File: src/rtl/mult_table_sweeper.sv
// Purpose: times-table self-test driver; sweeps every (a,b) operand pair into the multiplier and checks each result.
// Latency: one pair per cycle from the cycle after start; done pulses 64+LAT cycles after the start edge.
// Backpressure: none; start is only honoured in IDLE. Optional first-mismatch capture port set: SWEEP_FIRST_ERR_EN.
module mult_table_sweeper #(
    parameter int OP_W  = 3,
    parameter int RES_W = 5,
    parameter int LAT   = 1
) (
    input  logic              clk,
    input  logic              rst_n,
    input  logic              start,
    output logic [OP_W-1:0]   a,
    output logic [OP_W-1:0]   b,
    input  logic [RES_W-1:0]  result,
    output logic              busy,
    output logic              done,
    output logic              pass,
    output logic [2*OP_W:0]   err_count
`ifdef SWEEP_FIRST_ERR_EN
    ,
    output logic [OP_W-1:0]   first_err_a,
    output logic [OP_W-1:0]   first_err_b,
    output logic [RES_W-1:0]  first_err_res,
    output logic              first_err_vld
`endif
);

    typedef enum logic [1:0] {S_IDLE, S_ISSUE, S_DRAIN, S_DONE} state_t;

    state_t state, state_nxt;

    // Flat pair index: a is the upper half, b the lower half, so b is the inner loop.
    logic [2*OP_W-1:0] idx;
    logic [1:0]        drain_cnt;

    // Delay line: entry k holds the pair issued k+1 cycles ago. The pair being
    // driven this cycle is the extra (combinational) stage in front of it.
    logic [LAT-1:0]    dl_vld;
    logic [RES_W-1:0]  dl_exp [LAT];
`ifdef SWEEP_FIRST_ERR_EN
    logic [OP_W-1:0]   dl_a   [LAT];
    logic [OP_W-1:0]   dl_b   [LAT];
`endif

    logic [2*OP_W-1:0] prod;
    logic [RES_W-1:0]  exp_cur;
    logic              accept;
    logic              last_pair;
    logic              drain_end;
    logic              mismatch;
    logic [2*OP_W:0]   err_nxt;

    assign a         = idx[2*OP_W-1:OP_W];
    assign b         = idx[OP_W-1:0];
    assign prod      = {{OP_W{1'b0}}, a} * {{OP_W{1'b0}}, b};
    assign exp_cur   = RES_W'(prod);
    assign accept    = (state == S_IDLE) && start;
    assign last_pair = (idx == '1);
    assign drain_end = (drain_cnt == 2'(LAT - 1));
    assign mismatch  = dl_vld[LAT-1] && (result != dl_exp[LAT-1]);
    assign err_nxt   = err_count + {{(2*OP_W){1'b0}}, mismatch};

    // State register.
    always_ff @(posedge clk) begin
        if (!rst_n) state <= S_IDLE;
        else        state <= state_nxt;
    end

    // Next-state decode and status outputs.
    always_comb begin
        state_nxt = state;
        busy      = 1'b0;
        done      = 1'b0;
        case (state)
            S_IDLE:  if (start) state_nxt = S_ISSUE;
            S_ISSUE: begin
                busy = 1'b1;
                if (last_pair) state_nxt = S_DRAIN;
            end
            S_DRAIN: begin
                busy = 1'b1;
                if (drain_end) state_nxt = S_DONE;
            end
            S_DONE: begin
                done      = 1'b1;
                state_nxt = S_IDLE;
            end
            default: state_nxt = S_IDLE;
        endcase
    end

    // Operand index, drain timer, mismatch counter and pass flag.
    always_ff @(posedge clk) begin
        if (!rst_n) begin
            idx       <= '0;
            drain_cnt <= '0;
            err_count <= '0;
            pass      <= 1'b0;
        end else begin
            if (accept) idx <= '0;
            else if (state == S_ISSUE && !last_pair) idx <= idx + 1'b1;

            drain_cnt <= (state == S_DRAIN) ? drain_cnt + 1'b1 : 2'd0;

            // The final compare lands on the edge entering DONE, so pass uses err_nxt.
            if (accept) begin
                err_count <= '0;
                pass      <= 1'b0;
            end else begin
                err_count <= err_nxt;
                if (state == S_DRAIN && drain_end) pass <= (err_nxt == '0);
            end
        end
    end

    // Expected-result delay line, aligned to the multiplier read latency.
    always_ff @(posedge clk) begin
        if (!rst_n) begin
            dl_vld <= '0;
            for (int k = 0; k < LAT; k++) dl_exp[k] <= '0;
        end else begin
            dl_vld[0] <= (state == S_ISSUE);
            dl_exp[0] <= exp_cur;
            for (int k = 1; k < LAT; k++) begin
                dl_vld[k] <= dl_vld[k-1];
                dl_exp[k] <= dl_exp[k-1];
            end
        end
    end

`ifdef SWEEP_FIRST_ERR_EN
    // Operands ride alongside the expected value so the failing pair can be reported.
    always_ff @(posedge clk) begin
        if (!rst_n) begin
            for (int k = 0; k < LAT; k++) begin
                dl_a[k] <= '0;
                dl_b[k] <= '0;
            end
        end else begin
            dl_a[0] <= a;
            dl_b[0] <= b;
            for (int k = 1; k < LAT; k++) begin
                dl_a[k] <= dl_a[k-1];
                dl_b[k] <= dl_b[k-1];
            end
        end
    end

    // Latch the first mismatch of a sweep; later ones never overwrite it.
    always_ff @(posedge clk) begin
        if (!rst_n || accept) begin
            first_err_a   <= '0;
            first_err_b   <= '0;
            first_err_res <= '0;
            first_err_vld <= 1'b0;
        end else if (mismatch && !first_err_vld) begin
            first_err_a   <= dl_a[LAT-1];
            first_err_b   <= dl_b[LAT-1];
            first_err_res <= result;
            first_err_vld <= 1'b1;
        end
    end
`endif

endmodule

File: config.mk
export PLATFORM = sky130hd
export DESIGN_NAME = mult_table_sweeper
export DESIGN_NICKNAME = d
export VERILOG_FILES = /design/src/rtl/mult_table_sweeper.sv
export SDC_FILE = /design/constraint.sdc
export NUM_CORES = 1
export LEC_CHECK = 0
export CORE_MARGIN = 5
export CORE_UTILIZATION = 51
export DETAILED_ROUTE_END_ITERATION = 6
export MAX_ROUTING_LAYER = met4
export PLACE_DENSITY_LB_ADDON = 0.08
export SYNTH_ARGS = -nofsm -noshare
export SYNTH_HDL_FRONTEND = slang
export SYNTH_SLANG_ARGS = --single-unit
File: constraint.sdc
create_clock -name clk -period 2.8 [get_ports clk]
set_clock_uncertainty 0.1 [all_clocks]
set_input_delay 0.42 -clock clk [delete_from_list [all_inputs] [get_ports clk]]
set_output_delay 0.42 -clock clk [all_outputs]
set_load 0.01 [all_outputs]
==> results.toml <==
[status]
status = "finished, final reports clean"

[yosys]
ys_top_cells_by_count = "dfxtp_1 (24), and2_1 (12), ha_1 (12)"
synth-edff-count = 0
yosys.area.top_type = "dfxtp_1"
synth_top_area_share_pct = 38.06
synth_mux_area_share_pct = 2.379
ys_types = 32
synth_top_family_by_area = "simple AND/OR/NAND/NOR gates"
synth-xor-area-share_pct = 11.79
yosys_register_bits = 24
yosysMostFrequentCell = "dfxtp_1"
ys_seq_area_share_pct = 38.06
ys.warnings.count = 0
synth_top_cells_by_area = "dfxtp_1 (38%), ha_1 (12%), xor2_1 (6.9%)"
async_reset_ff_share_pct = 0
synth-adder-area-share_pct = 15.06
syn_area_um2 = 1262
yosys.area_share.simple_pct = 22.99
avgSynthCellArea_um2 = 9.637
syn-num-nets = 153
syn_inst = 131
synth_compound_area_share_pct = 6.442
synth_ff_type = "dfxtp_1"

[cts]
cts.sinks = 24
clock_latency_ns = 0.31
htreeDepth = 1
path_clk_slew_ns = 0.13
cts_buffers = 3
post_cts_buffers = 0
cts_tree = "done"
cts_buffer_depth = 2
cts.repair.resized = 0
cts-root-buf = "clkbuf_4"
cts_hold_buf = 0

[placed_design]
pre_cts_slack_ns = 0.05504
gp_congestion = 0.8019
post-place-cells = 184
hpwl_mm = 1.800
port-buffer-count = 23

[route]
routedWlPerCell_um = 12.29
drc = 0
antenna_left = 0
drt-pass1-iter-count = 4
drt-total-wl_mm = 2.310
routed_via_density = 5.037
num_vias = 947
dr.first_iter.drc_count = 31

[power]
p_leak_nw = 0.6709
p_sw_share_pct = 30.97
peakVddDrop_uv = 439.6
power_mw = 0.9862
p_switching_mw = 0.3054
pwr-share-comb_pct = 33.5
p_int_mw = 0.6808
p_clk_share_pct = 24.8
pwr-share-seq_pct = 41.7
power_density_nw_per_um2 = 621.6

[critical_path]
crit_start = "result[2]"
end_kind = "flip-flop"
crit_path_start_kind = "primary input"
r2r_cells = 9
critPathMaxFanout = 4
critPathArrivalTime_ns = 2.55
r2r-start = "idx[3]"
critPathKind = "primary input to flip-flop"
critical_path_required_ns = 2.94

[min_path]
hold_path.class = "flip-flop to flip-flop"
min_from = "pass"
hold_path_depth = 2

[cells_and_area]
drive_gt1_share_pct = 6.962
final_cells = 188
final_core_util_pct = 65.23
layout.nets = 181
area_growth_pct = 25.67
insertedDiodeCount = 0

[global_routing]
grt_pass1_vias = 940
use_met1_pct = 16.54
use_met2_pct = 23.61
use_met3_pct = 4.104
grt_overflow_total = 0
antenna_found_initial = 0
busiest_layer = "met2"
grt_first_pass_wirelength_mm = 3.857
grt_max_degree = 15
grt_usage_pct = 14.57

[die]
io_pins = 24
fp.dieH_um = 59.76
rows = 18
fp.coreArea_um2 = 2432
design.die.area_um2 = 3571
die_x_um = 59.76
start_util_pct = 51.90

[timing]
slew_headroom_pct = 75.25
timing.fmax_ghz = 0.4149
slew_violations = 0
setup_tns_ns = 0
setup_viol = 0
rsz0062_at_grt = "no"
final.period_utilization_pct = 86.07
tightestPinTransition_ns = 0.3705
period_minus_slack_ns = 2.410
hold_viol_final = 0
setup_slack_ns = 0.3900

[job]
maxCapViolCount = 0
[per-stage QoR]
step / area, um^2 / hold WS (ns)
floorplan: 1262 / 0.3709
global route: 1587 / 0.4570
CTS: 1587 / 0.4203
detailed placement: 1534 / 0.3992
global placement: 1534 / 0.3783
finish: 1587 / 0.4143
[final cells by class]
cell class | count | area, um^2
well taps | 30 | 37.54
repair buffers | 24 | 237.7
flip-flops and latches | 24 | 480.5
inverters | 10 | 37.54
fillers | 204 | 845.8
clock buffers | 3 | 22.52
clock inverters | 1 | 30.03
multi-input cells | 96 | 740.7
[cell usage in the layout (no fill, tap or decap), types with 2 or more instances in the layout]
cell	synthesis	final
dfxtp_1	24	24
clkdlybuf4s50_1	0	23
and2_1	12	12
ha_1	12	12
nor2_1	11	11
xor2_1	10	10
inv_1	9	9
nand2_1	9	9
xnor2_1	7	7
nand3_1	6	6
and3_1	3	3
mux2i_1	3	3
clkbuf_4	0	3
nand4_1	2	2
o2111ai_1	2	2
nand2b_1	2	2
fa_1	2	2
[logic make-up after synthesis]
kind of cell,Yosys count
and+or+nand+nor,52
muxes,3
adders and majority gates,14
AOI/OAI and AO/OA,10
DFF,24
buffers and inverters,11
xor gates and xnor gates,17
[per-layer routing]
metal  part of all wire, %  routed length (um)
met5                     0                   0
met4                   1.5                  34
met3                   5.5                 126
met2                    47                1077
met1                    46                1071
[critical path, cell delays in order]
cell             delay [ns]
clkdlybuf4s50_1        0.47
xnor2_1                0.12
nand3_1                0.09
o31a_1                 0.33
ha_1                   0.23
nand2_1                0.13
mux2i_1                0.10
or4_4                  0.48
o31ai_2                0.18
[path summary, 6_finish.rpt]
check	slack (ns)	to
setup / recovery	0.39	pass
hold / removal	0.41	pass
setup reg to reg	0.54	dl_exp[0][4]
hold reg to reg	0.41	pass
[state kept, by name, summed over array words and instances, names as in the netlist]
name       count
dl_exp         5
dl_vld         1
drain_cnt      2
err_count      7
idx            6
pass           1
state          2
[power groups by stage]
stage	Combinational [mW]	Sequential (mW)	Clock [mW]
after floorplan	0.217	0.417	0
after global placement	0.325	0.419	0
after detailed placement	0.333	0.420	0
after CTS	0.335	0.412	0.252
after global routing	0.365	0.418	0.269
final	0.331	0.411	0.244
(Power assumes the default switching activity.)
